<file path="src/rtl/ahblite_master.sv">
// AHB-Lite initiator: takes commands on a valid/ready port and issues single or INCR
// transfers with pipelined address/data phases, returning one response per completed beat.
module ahblite_master #(
  parameter int         MAXLEN_W  = 4,
  parameter logic [3:0] HPROT_VAL = 4'b0011
) (
  input  logic                hclk,
  input  logic                hreset,
  input  logic                cmd_valid,
  output logic                cmd_ready,
  input  logic                cmd_write,
  input  logic [31:0]         cmd_addr,
  input  logic [2:0]          cmd_size,
  input  logic [MAXLEN_W-1:0] cmd_len,
  input  logic [31:0]         wd_data,
  output logic                wd_pop,
  output logic                rsp_valid,
  output logic [31:0]         rsp_rdata,
  output logic                rsp_err,
  output logic                rsp_last,
  output logic [31:0]         haddr,
  output logic [1:0]          htrans,
  output logic                hwrite,
  output logic [2:0]          hsize,
  output logic [2:0]          hburst,
  output logic [3:0]          hprot,
  output logic [31:0]         hwdata,
  input  logic [31:0]         hrdata,
  input  logic                hready,
  input  logic                hresp
);
  // state  | meaning
  // S_IDLE | ready for a command, bus idle
  // S_ADDR | address phase on the bus, possibly overlapping previous data phase
  // S_LAST | final data phase, htrans idle
  // S_ERR  | waiting for the second cycle of an ERROR response
  typedef enum logic [1:0] {S_IDLE, S_ADDR, S_LAST, S_ERR} state_t;

  localparam int             CNT_W      = MAXLEN_W + 1;
  localparam logic [CNT_W-1:0] ONE      = CNT_W'(1);
  localparam logic [1:0]     TR_IDLE    = 2'b00;
  localparam logic [1:0]     TR_NONSEQ  = 2'b10;
  localparam logic [1:0]     TR_SEQ     = 2'b11;

  state_t           state;
  logic [CNT_W-1:0] addr_left;
  logic [CNT_W-1:0] data_left;
  logic             dphase;
  logic             dphase_write;
  logic             cmd_fire;
  logic             cmd_bad;
  logic             addr_done;
  logic             data_done;
  logic             err_first;
  logic             err_term;
  logic [31:0]      next_addr;

  assign hprot     = HPROT_VAL;
  assign cmd_fire  = (state == S_IDLE) && cmd_ready && cmd_valid;
  assign addr_done = (state == S_ADDR) && htrans[1] && hready && !hresp;
  assign data_done = dphase && hready && !hresp;
  assign err_first = dphase && hresp && !hready;
  assign err_term  = dphase && hresp && hready;
  assign next_addr = haddr + (32'd1 << hsize);
  // Combinational so the source advances on the same edge that captures the beat.
  assign wd_pop    = addr_done && hwrite && !hreset;

  always_comb begin
    cmd_bad = 1'b0;
    case (cmd_size)
      3'd0:    cmd_bad = 1'b0;
      3'd1:    cmd_bad = cmd_addr[0];
      3'd2:    cmd_bad = |cmd_addr[1:0];
      default: cmd_bad = 1'b1;
    endcase
  end

  always_ff @(posedge hclk) begin
    if (hreset) begin
      state        <= S_IDLE;
      cmd_ready    <= 1'b0;
      htrans       <= TR_IDLE;
      haddr        <= '0;
      hwrite       <= 1'b0;
      hsize        <= '0;
      hburst       <= '0;
      hwdata       <= '0;
      rsp_valid    <= 1'b0;
      rsp_err      <= 1'b0;
      rsp_last     <= 1'b0;
      rsp_rdata    <= '0;
      addr_left    <= '0;
      data_left    <= '0;
      dphase       <= 1'b0;
      dphase_write <= 1'b0;
    end else begin
      rsp_valid <= 1'b0;
      rsp_err   <= 1'b0;
      rsp_last  <= 1'b0;
      rsp_rdata <= '0;
      case (state)
        S_IDLE: begin
          cmd_ready <= 1'b1;
          if (cmd_fire) begin
            if (cmd_bad) begin
              rsp_valid <= 1'b1;
              rsp_err   <= 1'b1;
              rsp_last  <= 1'b1;
            end else begin
              cmd_ready <= 1'b0;
              state     <= S_ADDR;
              htrans    <= TR_NONSEQ;
              haddr     <= cmd_addr;
              hwrite    <= cmd_write;
              hsize     <= cmd_size;
              hburst    <= (cmd_len == '0) ? 3'b000 : 3'b001;
              addr_left <= {1'b0, cmd_len} + ONE;
              data_left <= {1'b0, cmd_len} + ONE;
            end
          end
        end
        S_ADDR, S_LAST: begin
          if (err_first) begin
            htrans <= TR_IDLE;
            dphase <= 1'b0;
            state  <= S_ERR;
          end else if (err_term) begin
            htrans    <= TR_IDLE;
            dphase    <= 1'b0;
            addr_left <= '0;
            data_left <= '0;
            rsp_valid <= 1'b1;
            rsp_err   <= 1'b1;
            rsp_last  <= 1'b1;
            cmd_ready <= 1'b1;
            state     <= S_IDLE;
          end else if (hready) begin
            if (data_done) begin
              rsp_valid <= 1'b1;
              rsp_rdata <= dphase_write ? 32'd0 : hrdata;
              rsp_last  <= (data_left == ONE);
              if (data_left != '0) data_left <= data_left - ONE;
            end
            if (addr_done) begin
              dphase       <= 1'b1;
              dphase_write <= hwrite;
              if (hwrite) hwdata <= wd_data;
              if (addr_left != '0) addr_left <= addr_left - ONE;
              if (addr_left == ONE) begin
                htrans <= TR_IDLE;
                state  <= S_LAST;
              end else begin
                haddr  <= next_addr;
                // A 1KB boundary restarts the burst with a NONSEQ beat.
                htrans <= (next_addr[9:0] == 10'd0) ? TR_NONSEQ : TR_SEQ;
              end
            end else begin
              dphase <= 1'b0;
              if (state == S_LAST) begin
                cmd_ready <= 1'b1;
                state     <= S_IDLE;
              end
            end
          end
        end
        S_ERR: begin
          if (hready) begin
            addr_left <= '0;
            data_left <= '0;
            rsp_valid <= 1'b1;
            rsp_err   <= 1'b1;
            rsp_last  <= 1'b1;
            cmd_ready <= 1'b1;
            state     <= S_IDLE;
          end
        end
      endcase
    end
  end
endmodule

</file>
<file path="config.mk">
export PLATFORM = sky130hd
export DESIGN_NAME = ahblite_master
export DESIGN_NICKNAME = d
export VERILOG_FILES = /design/src/rtl/ahblite_master.sv
export SDC_FILE = /design/constraint.sdc
export NUM_CORES = 1
export LEC_CHECK = 0
export ABC_AREA = 1
export CORE_ASPECT_RATIO = 2
export CORE_MARGIN = 8
export CORE_UTILIZATION = 23
export CTS_CLUSTER_SIZE = 12
export DETAILED_ROUTE_END_ITERATION = 10
export HOLD_SLACK_MARGIN = 0.02
export PLACE_DENSITY_LB_ADDON = 0.25
export SLEW_MARGIN = 20
export SYNTH_ARGS = -nofsm -noshare
export SYNTH_HDL_FRONTEND = slang
export SYNTH_SLANG_ARGS = --single-unit
</file>
<file path="constraint.sdc">
create_clock -name hclk -period 6.2 [get_ports hclk]
set_input_delay 1.24 -clock hclk [delete_from_list [all_inputs] [get_ports hclk]]
set_output_delay 1.24 -clock hclk [all_outputs]
set_load 0.01 [all_outputs]
</file>
==> run metrics <==
Post-Syn Area 0.006509 mm^2; share of cells above drive strength 1 4.684%; LEAKAGE 3.877 nW; die area 0.03426 mm^2; nets 1334; unrepaired setup endpoints after global routing no; max_cap viols 0; die width 135.0 um; Finished Layout Cells 1573; DIE HEIGHT 253.9 um; Yosys reg bits 121; Synth area leaders dfxtp_1 37%, nand2_1 15%, nor2_1 8.5%; DRT Pass-1 Iters 4; Slew Limit Fails 0; Setup Crit Path Kind in2out; Peak VDD IR 0.1867 mV; Final Hold Vio Count 0; clock-pin slew on the worst setup and hold paths 0.05 ns; sequential area share after synthesis 37.22%; worst clock skew 0.01261 ns; Gates resized, CTS repair 0; Tmin final 4.313 ns; initial antenna violation count 0; status finished clean; Worst EP required 4.96 ns; worst-margin pin slew 0.9082 ns; CTS Buf Count 17; post-route cell area 0.009512 mm^2; post-CTS setup buffers 0; Critical Path Start Type input pin; pin count of the biggest net entering global routing 62; synthesized instance count 1002; worst min-delay path class reg2reg; iteration-0 DRC count of the detailed router 409; Synth top area share 37.22%; Routed Antenna Nets 0; final WL 23.26 mm; total grt overflow 0; Clock Tree Buf Depth 2; CP Data Arrival Time 3.07 ns; endpoints failing setup 0; vias in the first global route 6704; drc violations 0; placement row count 87; Cell Pwr Density 363.7 mW/mm^2; slew margin rel. 39.24%; Detail Placement HPWL 17.47 mm; Initial Util 23.27%; hold_buf cts 0; CTS tree yes; most frequent cells in the layout 256 x nand2_1, 215 x clkdlybuf4s50_1, 147 x nor2_1; crit end category primary output; setup TNS 0 ns; Avg Cell Area, Syn 6.496 um^2; htree depth 4; most common cell after layout, fill and taps aside nand2_1; Yosys cell types 38; GRT Util Overall 13.43%; Yosys warning total 0; root buffer cell clkbuf_16; via count 7001; # diodes 0; Area Growth Syn to Fin 46.14%; crit-path max FO 6; drt wl/cell 14.79 um; area leader, netlist dfxtp_1; Placer Congestion 0.8992; first-pass GRT wire length 36.28 mm; Top Ports 223; Max Clock Freq 231.9 MHz; Core ar. 0.02798 mm^2; worst skew pair latency 0.44 ns; number of instances in the placed design 1541; PortBufs 216; Clock Sinks 121; vias per cell 4.451; fin crit share 69.56%; Placed Area 0.008944 mm^2
## area by class of cell
type | instances | area, um^2
Clock buffer | 21 | 470.5
Fill cell | 3000 | 18460
Tap cell | 356 | 445.4
Inverter | 123 | 461.7
Clock inverter | 11 | 97.59
Multi-Input combinational cell | 719 | 3412
Sequential cell | 121 | 2422
Timing Repair Buffer | 222 | 2202
## worst paths after layout
kind,start,endpoint,slack (ns),cells after the start
max reg2reg,state[1],hwdata[17],3.16,10
min reg2reg,hwdata[9],hwdata[9],0.46,2
min,hwdata[9],hwdata[9],0.46,2
max,hready,wd_pop,1.89,6
## metal layers
metal | track usage (%) | up-vias | routed length (um)
met5 | 0 | - | 0
met4 | 4.435 | 0 | 328
met3 | 5.305 | 19 | 2097
met2 | 20.57 | 245 | 10410
met1 | 16.77 | 3143 | 10430
li1 | - | 3594 | -
## flip-flops by register name, indices dropped and copies added (netlist names)
signal / flops
dphase_write: 1
hburst: 1
rsp_err: 1
haddr: 32
hwrite: 1
rsp_rdata: 32
rsp_last: 1
cmd_ready: 1
dphase: 1
rsp_valid: 1
state: 2
hwdata: 32
htrans: 2
addr_left: 5
hsize: 3
data_left: 5
## critical path: stages
cell	delay, ns
clkdlybuf4s50_1	0.56
inv_1	0.12
nor2_1	0.10
nand3_1	0.19
nor3_1	0.25
clkdlybuf4s50_1	0.59
## synth_stat cells
library cell and instances:
inv_2 1, nor2_2 1, buf_1 2, o22ai_1 6, conb_1 2, nand2_1 257
xor2_1 5, or2_2 1, nand4_1 9, o21bai_1 2, o21ai_2 1, nor3_4 1
buf_6 5, o2111ai_2 1, nand3b_1 6, a21oi_2 3, fa_1 1, o311ai_1 1
nor3_1 22, a21oi_1 82, a211oi_1 1, clkbuf_1 19, buf_4 7, nor3_2 1
nor2_1 147, a31oi_1 3, ha_1 20, buf_2 10, inv_1 122, o21ai_0 30
nand3_1 100, xnor2_1 2, o21ai_1 1, dfxtp_1 121, mux2_2 1, nand2_2 4
o211a_1 3, nor2_4 1
## cell families (layout without fill, tap and decap cells)
logic type / after synthesis / in the layout / synth area share [%]
buffers and inverters: 166 / 377 / 10.75
adder cells (fa/ha/maj): 21 / 21 / 4.152
flip-flops: 121 / 121 / 37.22
XOR/XNOR: 7 / 7 / 0.9420
AND/OR/NAND/NOR: 550 / 550 / 35.39
AO/OA/AOI/OAI: 134 / 134 / 11.26
multiplexers: 1 / 1 / 0.1730
other: 2 / 6 / 0.1154
## per-stage QoR
stage	hold slack (ns)	util [%]	worst slack [ns]	power (mW)
global placement	0.4473	31.94	1.904	2.513
detailed placement	0.4520	31.97	1.934	2.524
global route	0.4707	34.00	1.724	3.747
floorplan	0.4397	-	3.142	2.014
finish	0.4590	34.00	1.887	3.459
CTS	0.4609	34.00	1.916	3.512
## where the power goes
| group | switching (mW) | internal, mW | total [mW] |
|---|---|---|---|
| sequential | 0.156 | 0.902 | 1.06 |
| combinational | 0.864 | 0.579 | 1.44 |
| clock | 0.379 | 0.579 | 0.958 |
| total | 1.40 | 2.06 | 3.46 |
Power figures use the tool's default switching activity.
